--- src/rtl/dmem_lsu.sv ---
// Load/store unit: byte-addressed core requests to a word-wide single-port data memory.
// Latency: SW and error requests respond 1 cycle after accept; loads and SB/SH respond after 2.
// Backpressure: req_ready is low while a load or sub-word store is in flight (one cycle each).
module dmem_lsu #(
    parameter int DATA_WIDTH = 32,  // fixed at 32; lane slicing below assumes it
    parameter int ADDR_WIDTH = 10
) (
    input  logic                  clk,
    input  logic                  rst_n,
    input  logic                  req_valid,
    output logic                  req_ready,
    input  logic                  req_write,
    input  logic [1:0]            req_size,
    input  logic                  req_unsigned,
    input  logic [31:0]           req_addr,
    input  logic [DATA_WIDTH-1:0] req_wdata,
    output logic                  resp_valid,
    output logic [DATA_WIDTH-1:0] resp_rdata,
    output logic                  resp_error,
    output logic [ADDR_WIDTH-1:0] mem_addr,
    output logic [DATA_WIDTH-1:0] mem_wdata,
    output logic                  mem_we,
    input  logic [DATA_WIDTH-1:0] mem_rdata
);

    localparam logic [1:0] IDLE        = 2'b00;
    localparam logic [1:0] LOAD_WAIT   = 2'b01;
    localparam logic [1:0] STORE_MERGE = 2'b10;

    localparam logic [1:0] SIZE_B = 2'b00;
    localparam logic [1:0] SIZE_H = 2'b01;
    localparam logic [1:0] SIZE_W = 2'b10;

    logic [1:0]            state;
    logic [ADDR_WIDTH-1:0] lat_index;
    logic [1:0]            lat_lane;
    logic [1:0]            lat_size;
    logic                  lat_unsigned;
    logic [15:0]           lat_wdata;

    logic                  accept;
    logic                  req_bad;
    logic                  req_sw;
    logic [ADDR_WIDTH-1:0] req_index;
    logic [7:0]            ld_byte;
    logic [15:0]           ld_half;
    logic [DATA_WIDTH-1:0] ld_result;
    logic [DATA_WIDTH-1:0] merge_word;

    // Address bits above the memory's reach are dropped, so addresses wrap.
    logic unused_addr_hi;
    assign unused_addr_hi = ^req_addr[31:ADDR_WIDTH+2];

    assign req_index = req_addr[ADDR_WIDTH+1:2];
    assign req_ready = (state == IDLE) && rst_n;
    assign accept    = req_valid && req_ready;
    assign req_sw    = req_write && (req_size == SIZE_W);

    // Misalignment and illegal size detection; such requests never touch memory.
    always_comb begin
        req_bad = 1'b0;
        case (req_size)
            SIZE_B:  req_bad = 1'b0;
            SIZE_H:  req_bad = req_addr[0];
            SIZE_W:  req_bad = (req_addr[1:0] != 2'b00);
            default: req_bad = 1'b1;
        endcase
    end

    // Memory port: merge cycle replays the latched index, otherwise the request address drives it.
    // mem_we is gated by rst_n so an in-flight merge write dies the moment reset asserts.
    always_comb begin
        mem_addr  = req_index;
        mem_wdata = req_wdata;
        mem_we    = 1'b0;
        if (state == STORE_MERGE) begin
            mem_addr  = lat_index;
            mem_wdata = merge_word;
            mem_we    = rst_n;
        end else if (accept && req_sw && !req_bad) begin
            mem_we    = 1'b1;
        end
    end

    // Load lane selection and sign/zero extension from the word returned by memory.
    always_comb begin
        ld_byte = 8'h00;
        case (lat_lane)
            2'd0:    ld_byte = mem_rdata[7:0];
            2'd1:    ld_byte = mem_rdata[15:8];
            2'd2:    ld_byte = mem_rdata[23:16];
            default: ld_byte = mem_rdata[31:24];
        endcase
        ld_half = lat_lane[1] ? mem_rdata[31:16] : mem_rdata[15:0];
        case (lat_size)
            SIZE_B:  ld_result = {{24{ld_byte[7] & ~lat_unsigned}}, ld_byte};
            SIZE_H:  ld_result = {{16{ld_half[15] & ~lat_unsigned}}, ld_half};
            default: ld_result = mem_rdata;
        endcase
    end

    // Read-modify-write merge: replace only the target byte/half of the word just read.
    always_comb begin
        merge_word = mem_rdata;
        if (lat_size == SIZE_B) begin
            case (lat_lane)
                2'd0:    merge_word[7:0]   = lat_wdata[7:0];
                2'd1:    merge_word[15:8]  = lat_wdata[7:0];
                2'd2:    merge_word[23:16] = lat_wdata[7:0];
                default: merge_word[31:24] = lat_wdata[7:0];
            endcase
        end else if (lat_lane[1]) begin
            merge_word[31:16] = lat_wdata;
        end else begin
            merge_word[15:0]  = lat_wdata;
        end
    end

    // State sequencing and latching of the request fields needed in the second cycle.
    always_ff @(posedge clk or negedge rst_n) begin
        if (!rst_n) begin
            state        <= IDLE;
            lat_index    <= '0;
            lat_lane     <= 2'b00;
            lat_size     <= 2'b00;
            lat_unsigned <= 1'b0;
            lat_wdata    <= 16'h0000;
        end else begin
            case (state)
                IDLE: begin
                    if (accept && !req_bad && !req_sw) begin
                        lat_index    <= req_index;
                        lat_lane     <= req_addr[1:0];
                        lat_size     <= req_size;
                        lat_unsigned <= req_unsigned;
                        lat_wdata    <= req_wdata[15:0];
                        state        <= req_write ? STORE_MERGE : LOAD_WAIT;
                    end
                end
                LOAD_WAIT:   state <= IDLE;
                STORE_MERGE: state <= IDLE;
                default:     state <= IDLE;
            endcase
        end
    end

    // Response register: one-cycle pulse per accepted request; rdata is zero unless a load completes.
    always_ff @(posedge clk or negedge rst_n) begin
        if (!rst_n) begin
            resp_valid <= 1'b0;
            resp_error <= 1'b0;
            resp_rdata <= '0;
        end else begin
            resp_valid <= 1'b0;
            resp_error <= 1'b0;
            resp_rdata <= '0;
            case (state)
                IDLE: begin
                    if (accept && req_bad) begin
                        resp_valid <= 1'b1;
                        resp_error <= 1'b1;
                    end else if (accept && req_sw) begin
                        resp_valid <= 1'b1;
                    end
                end
                LOAD_WAIT: begin
                    resp_valid <= 1'b1;
                    resp_rdata <= ld_result;
                end
                STORE_MERGE: resp_valid <= 1'b1;
                default: ;
            endcase
        end
    end

endmodule

--- config.mk ---
export PLATFORM = sky130hd
export DESIGN_NAME = dmem_lsu
export DESIGN_NICKNAME = d
export VERILOG_FILES = /design/src/rtl/dmem_lsu.sv
export SDC_FILE = /design/constraint.sdc
export NUM_CORES = 1
export LEC_CHECK = 0
export CORE_MARGIN = 5
export CORE_UTILIZATION = 38
export CTS_CLUSTER_SIZE = 14
export DETAILED_ROUTE_END_ITERATION = 6
export PLACE_DENSITY_LB_ADDON = 0.25
export SLEW_MARGIN = 20
export SYNTH_ARGS = -nofsm -noshare
export SYNTH_HDL_FRONTEND = slang
export SYNTH_SLANG_ARGS = --single-unit
--- constraint.sdc ---
create_clock -name clk -period 2.98 [get_ports clk]
set_input_delay 0.596 -clock clk [delete_from_list [all_inputs] [get_ports clk]]
set_output_delay 0.596 -clock clk [all_outputs]
set_load 0.02 [all_outputs]
==> implementation parameters <==
Parameter                              Value

Drt
  Number of nets with antenna violations after detailed routing ... 0
  Via count ... 4329
  First-pass iteration count of the detailed router ... 7
  WL/cell ... 19.0 um
  Vias per cell ... ~5.6
  Routed Wire Length ... ~15000 um
  Detailed Route Iter0 Violations ... approximately 370
  Remaining routing DRC violations ... 0

Yosys
  Cell area after synthesis ... approximately 4500 um^2
  Cell with the most instances after synthesis ... dfrtp_1
  Area share of the largest cell type after synthesis ... ~37%
  Post-synth EDFFs ... 0
  Net count after synthesis ... between 500 and 600
  Top area cells in the synthesized netlist ... dfrtp_1 (37%), mux2_4 (9.4%), mux2_2 (8.0%)
  Most frequent cells after synthesis ... dfrtp_1 (67), o21ai_0 (49), mux2_2 (32), nand3_1 (32), clkbuf_1 (31)
  Warning count from the yosys run ... 0
  Proportion of synthesized flip-flops having asynchronous set or reset ... 100%
  Dominant synthesized flop cell ... dfrtp_1
  Count of state elements after synthesis ... between 60 and 70
  Cell count after synthesis ... 481
  Share of synthesized area occupied by flip-flops and latches ... about 37%
  Cell accounting for the most synthesized area ... dfrtp_1
  Cell variety after synth ... 40
  Average cell area after synthesis ... 9.31 um^2

Floorplanning
  Cell Rows ... 39
  Die area ... between 10000 and 15000 um^2
  Die boundary height ... roughly 120 um
  Die W ... about 120 um
  Initial Util ... approximately 39%
  Core Box Area ... approximately 11000 um^2
  IO Count ... ~180

STA
  Final number of hold-violating endpoints ... 0
  Clock Skew ... 0.00595 ns
  Worst slew slack as a fraction of its limit ... a little under half
  Setup repair after global routing missed its margin ... false
  Count of final max-slew check failures ... 0
  Share of the clock period used by the worst path ... between 90% and 100%
  Post-route minimum period ... just under 3 ns
  Setup tns final ... 0 ns
  Setup Viol. Count Final ... 0
  Highest Clock Rate ... 0.341 GHz
  Worst Max-Slew Pin Slew ... a little under 0.8 ns

Clocking
  H-tree levels ... 3
  Number of clock sinks seen by CTS ... 67
  Post CTS Setup Buffer Count ... 0
  Clock slew at reported path FFs ... about 0.06 ns
  Buffers from clock root to sink, at most ... 2
  Number of CTS-inserted buffers ... 9
  Worst-Skew Late Latency ... 0.33 ns
  Root buffer cell ... clkbuf_16
  CTS tree ... done

Power
  Worst vdd rail ir drop ... 0.000410 V
  Clk network pwr share ... between 15 and 20%
  Power Density ... just over 900 nW/um^2
  Fraction of power consumed by sequential logic ... 25.6%
  Static leakage ... between 2 and 3 nW
  Part of the total power dissipated in combinational logic ... roughly 56%
  Net switching power figure ... approximately 2.4 mW
  Net switching share of the total power ... just over 40%
  Internal power ... around 3.5 mW

Final layout
  Finished Cell Area ... 6520 um^2
  Nets ... ~730
  Final core area utilization ... a little under three fifths
  Share of layout cells above drive strength 1 ... between 10% and 20%
  Area growth from synthesis to layout ... 45.6%
  Number of diodes added for antenna fixing ... 0

Critical path
  Arrival time of the worst setup path ... approximately 2.3 ns
  Crit Path Max Fanout ... 5
  Start-to-end type of the worst setup path ... primary input to primary output
  Required time of the critical path ... around 2.4 ns
  Capturing element type of the critical path ... primary output
  Launching element type of the critical path ... primary input

Global routing
  Leftover overflow at the end of global routing ... 0
  Number of global-route vias before repair ... between 4k and 5k
  Maximum number of pins on one net before global-route repair ... 60
  Number of antenna violations at the first check in global routing ... 0
  GRT Util Overall ... between 20% and 30%
  First-pass GRT wire length ... 22900 um

Placed design
  PortBufs ... 160
  Placer congestion estimate ... around 0.9
  Placed cell areas ... a little over 6000 um^2
  HPWL after detailed placement ... ~11000 um

Worst hold path
  Classification of the worst-slack hold path ... primary input to asynchronous set/reset pin

Run
  Max Cap Violations ... 0

Outcome
  Status ... finished clean
-- metal layers --
layer	GRT usage, %	share of wire (%)
met1	25.6	41
met2	33.8	50
met3	5.06	7.6
met4	6.59	2.0
met5	0	0
-- registers in the layout, indices dropped and copies added, names as in the netlist --
| signal | count |
|---|---|
| resp_valid | 1 |
| resp_error | 1 |
| state | 2 |
| lat_wdata | 16 |
| lat_lane | 2 |
| lat_index | 10 |
| lat_unsigned | 1 |
| resp_rdata | 32 |
| lat_size | 2 |
-- power by group through the flow --
stage                     Clock [mW]  Sequential [mW]  Combinational, mW
final                           1.08             1.52               3.34
after global routing            1.14             1.56               3.60
after CTS                       1.11             1.51               3.32
after detailed placement           0             1.51               3.30
after global placement             0             1.50               3.26
after floorplan                    0             1.52               2.11
-- what timing repair did --
| item | CTS | global route |
|---|---|---|
| setup endpoints to repair | 16 | 21 |
| cloned | 0 | 1 |
| hold buffers | 0 | 0 |
| pin swaps | 0 | 1 |
| gates resized for setup | 1 | 9 |
-- through the flow --
stage	power, mW	setup WS (ns)	std cells	hold WS [ns]
2_1_floorplan	3.63	0.637	481	0.300
3_3_place_gp	4.76	0.0969	756	0.448
3_5_place_dp	4.82	0.102	756	0.453
4_1_cts	5.93	0.00270	772	0.0994
5_1_grt	6.30	0.00245	773	0.105
6_report	5.94	0.0451	773	0.105
-- cell families after synthesis --
family | count (synthesis) | share of synthesized area, %
AOI/OAI and AO/OA | 142 | 18.7
adders and majority gates | 4 | 1.12
buffers and inverters | 66 | 6.96
DFF | 67 | 37.4
muxes | 68 | 19.2
and+or+nand+nor | 134 | 16.5
-- cell type report --
type	count	area (um^2)
flip-flops and latches	67	1680
clock buffers	12	256
well taps	143	179
clock inverters	4	48.8
inverters	21	78.8
multi-input cells	349	2510
repair buffers	177	1770
fillers	1057	4950
-- layout by cell type (no fill, tap or decap), types with 2 or more instances in the layout --
cell type / synthesis / routed
clkdlybuf4s50_1: 0 / 154
dfrtp_1: 67 / 65
o21ai_0: 49 / 49
mux2_2: 32 / 32
nand3_1: 32 / 32
mux2_4: 28 / 28
a31oi_1: 26 / 26
a21oi_1: 23 / 23
nand2b_1: 24 / 23
inv_1: 20 / 20
nor2_1: 20 / 20
nand2_1: 19 / 19
a211oi_1: 17 / 17
o22ai_1: 16 / 16
buf_4: 0 / 14
and3_1: 9 / 9
and3b_1: 9 / 9
clkbuf_16: 0 / 9
mux2i_1: 8 / 8
nand3b_1: 7 / 7
o21a_1: 6 / 6
dlymetal6s2s_1: 0 / 5
nor2b_1: 3 / 3
ha_1: 4 / 3
nor3b_1: 2 / 2
nor3_1: 2 / 2
clkinv_2: 0 / 2
clkbuf_8: 0 / 2
dfrtp_2: 0 / 2
buf_12: 3 / 2
buf_6: 1 / 2
-- worst max-delay path, stage by stage --
cell,delay (ns)
clkdlybuf4s50_1,0.61
mux2_2,0.20
o21ai_0,0.07
o22ai_1,0.19
clkdlybuf4s50_1,0.67
-- worst paths after layout --
check / cells after the start / from / slack, ns / end
max in group asynchronous: 2 / rst_n / 1.82 / lat_size[0]$_DFFE_PN0P_
max: 5 / mem_rdata[24] / 0.05 / mem_wdata[24]
min reg2reg: 1 / lat_index[4]$_DFFE_PN0P_ / 0.50 / lat_index[4]$_DFFE_PN0P_
min: 1 / rst_n / 0.10 / lat_wdata[10]$_DFFE_PN0P_
min in group clk: 1 / lat_index[4]$_DFFE_PN0P_ / 0.50 / lat_index[4]$_DFFE_PN0P_
max reg2reg: 6 / state[0]$_DFFE_PN0P_ / 0.87 / lat_wdata[11]$_DFFE_PN0P_
Note: power is estimated with default switching activity, not from simulation.
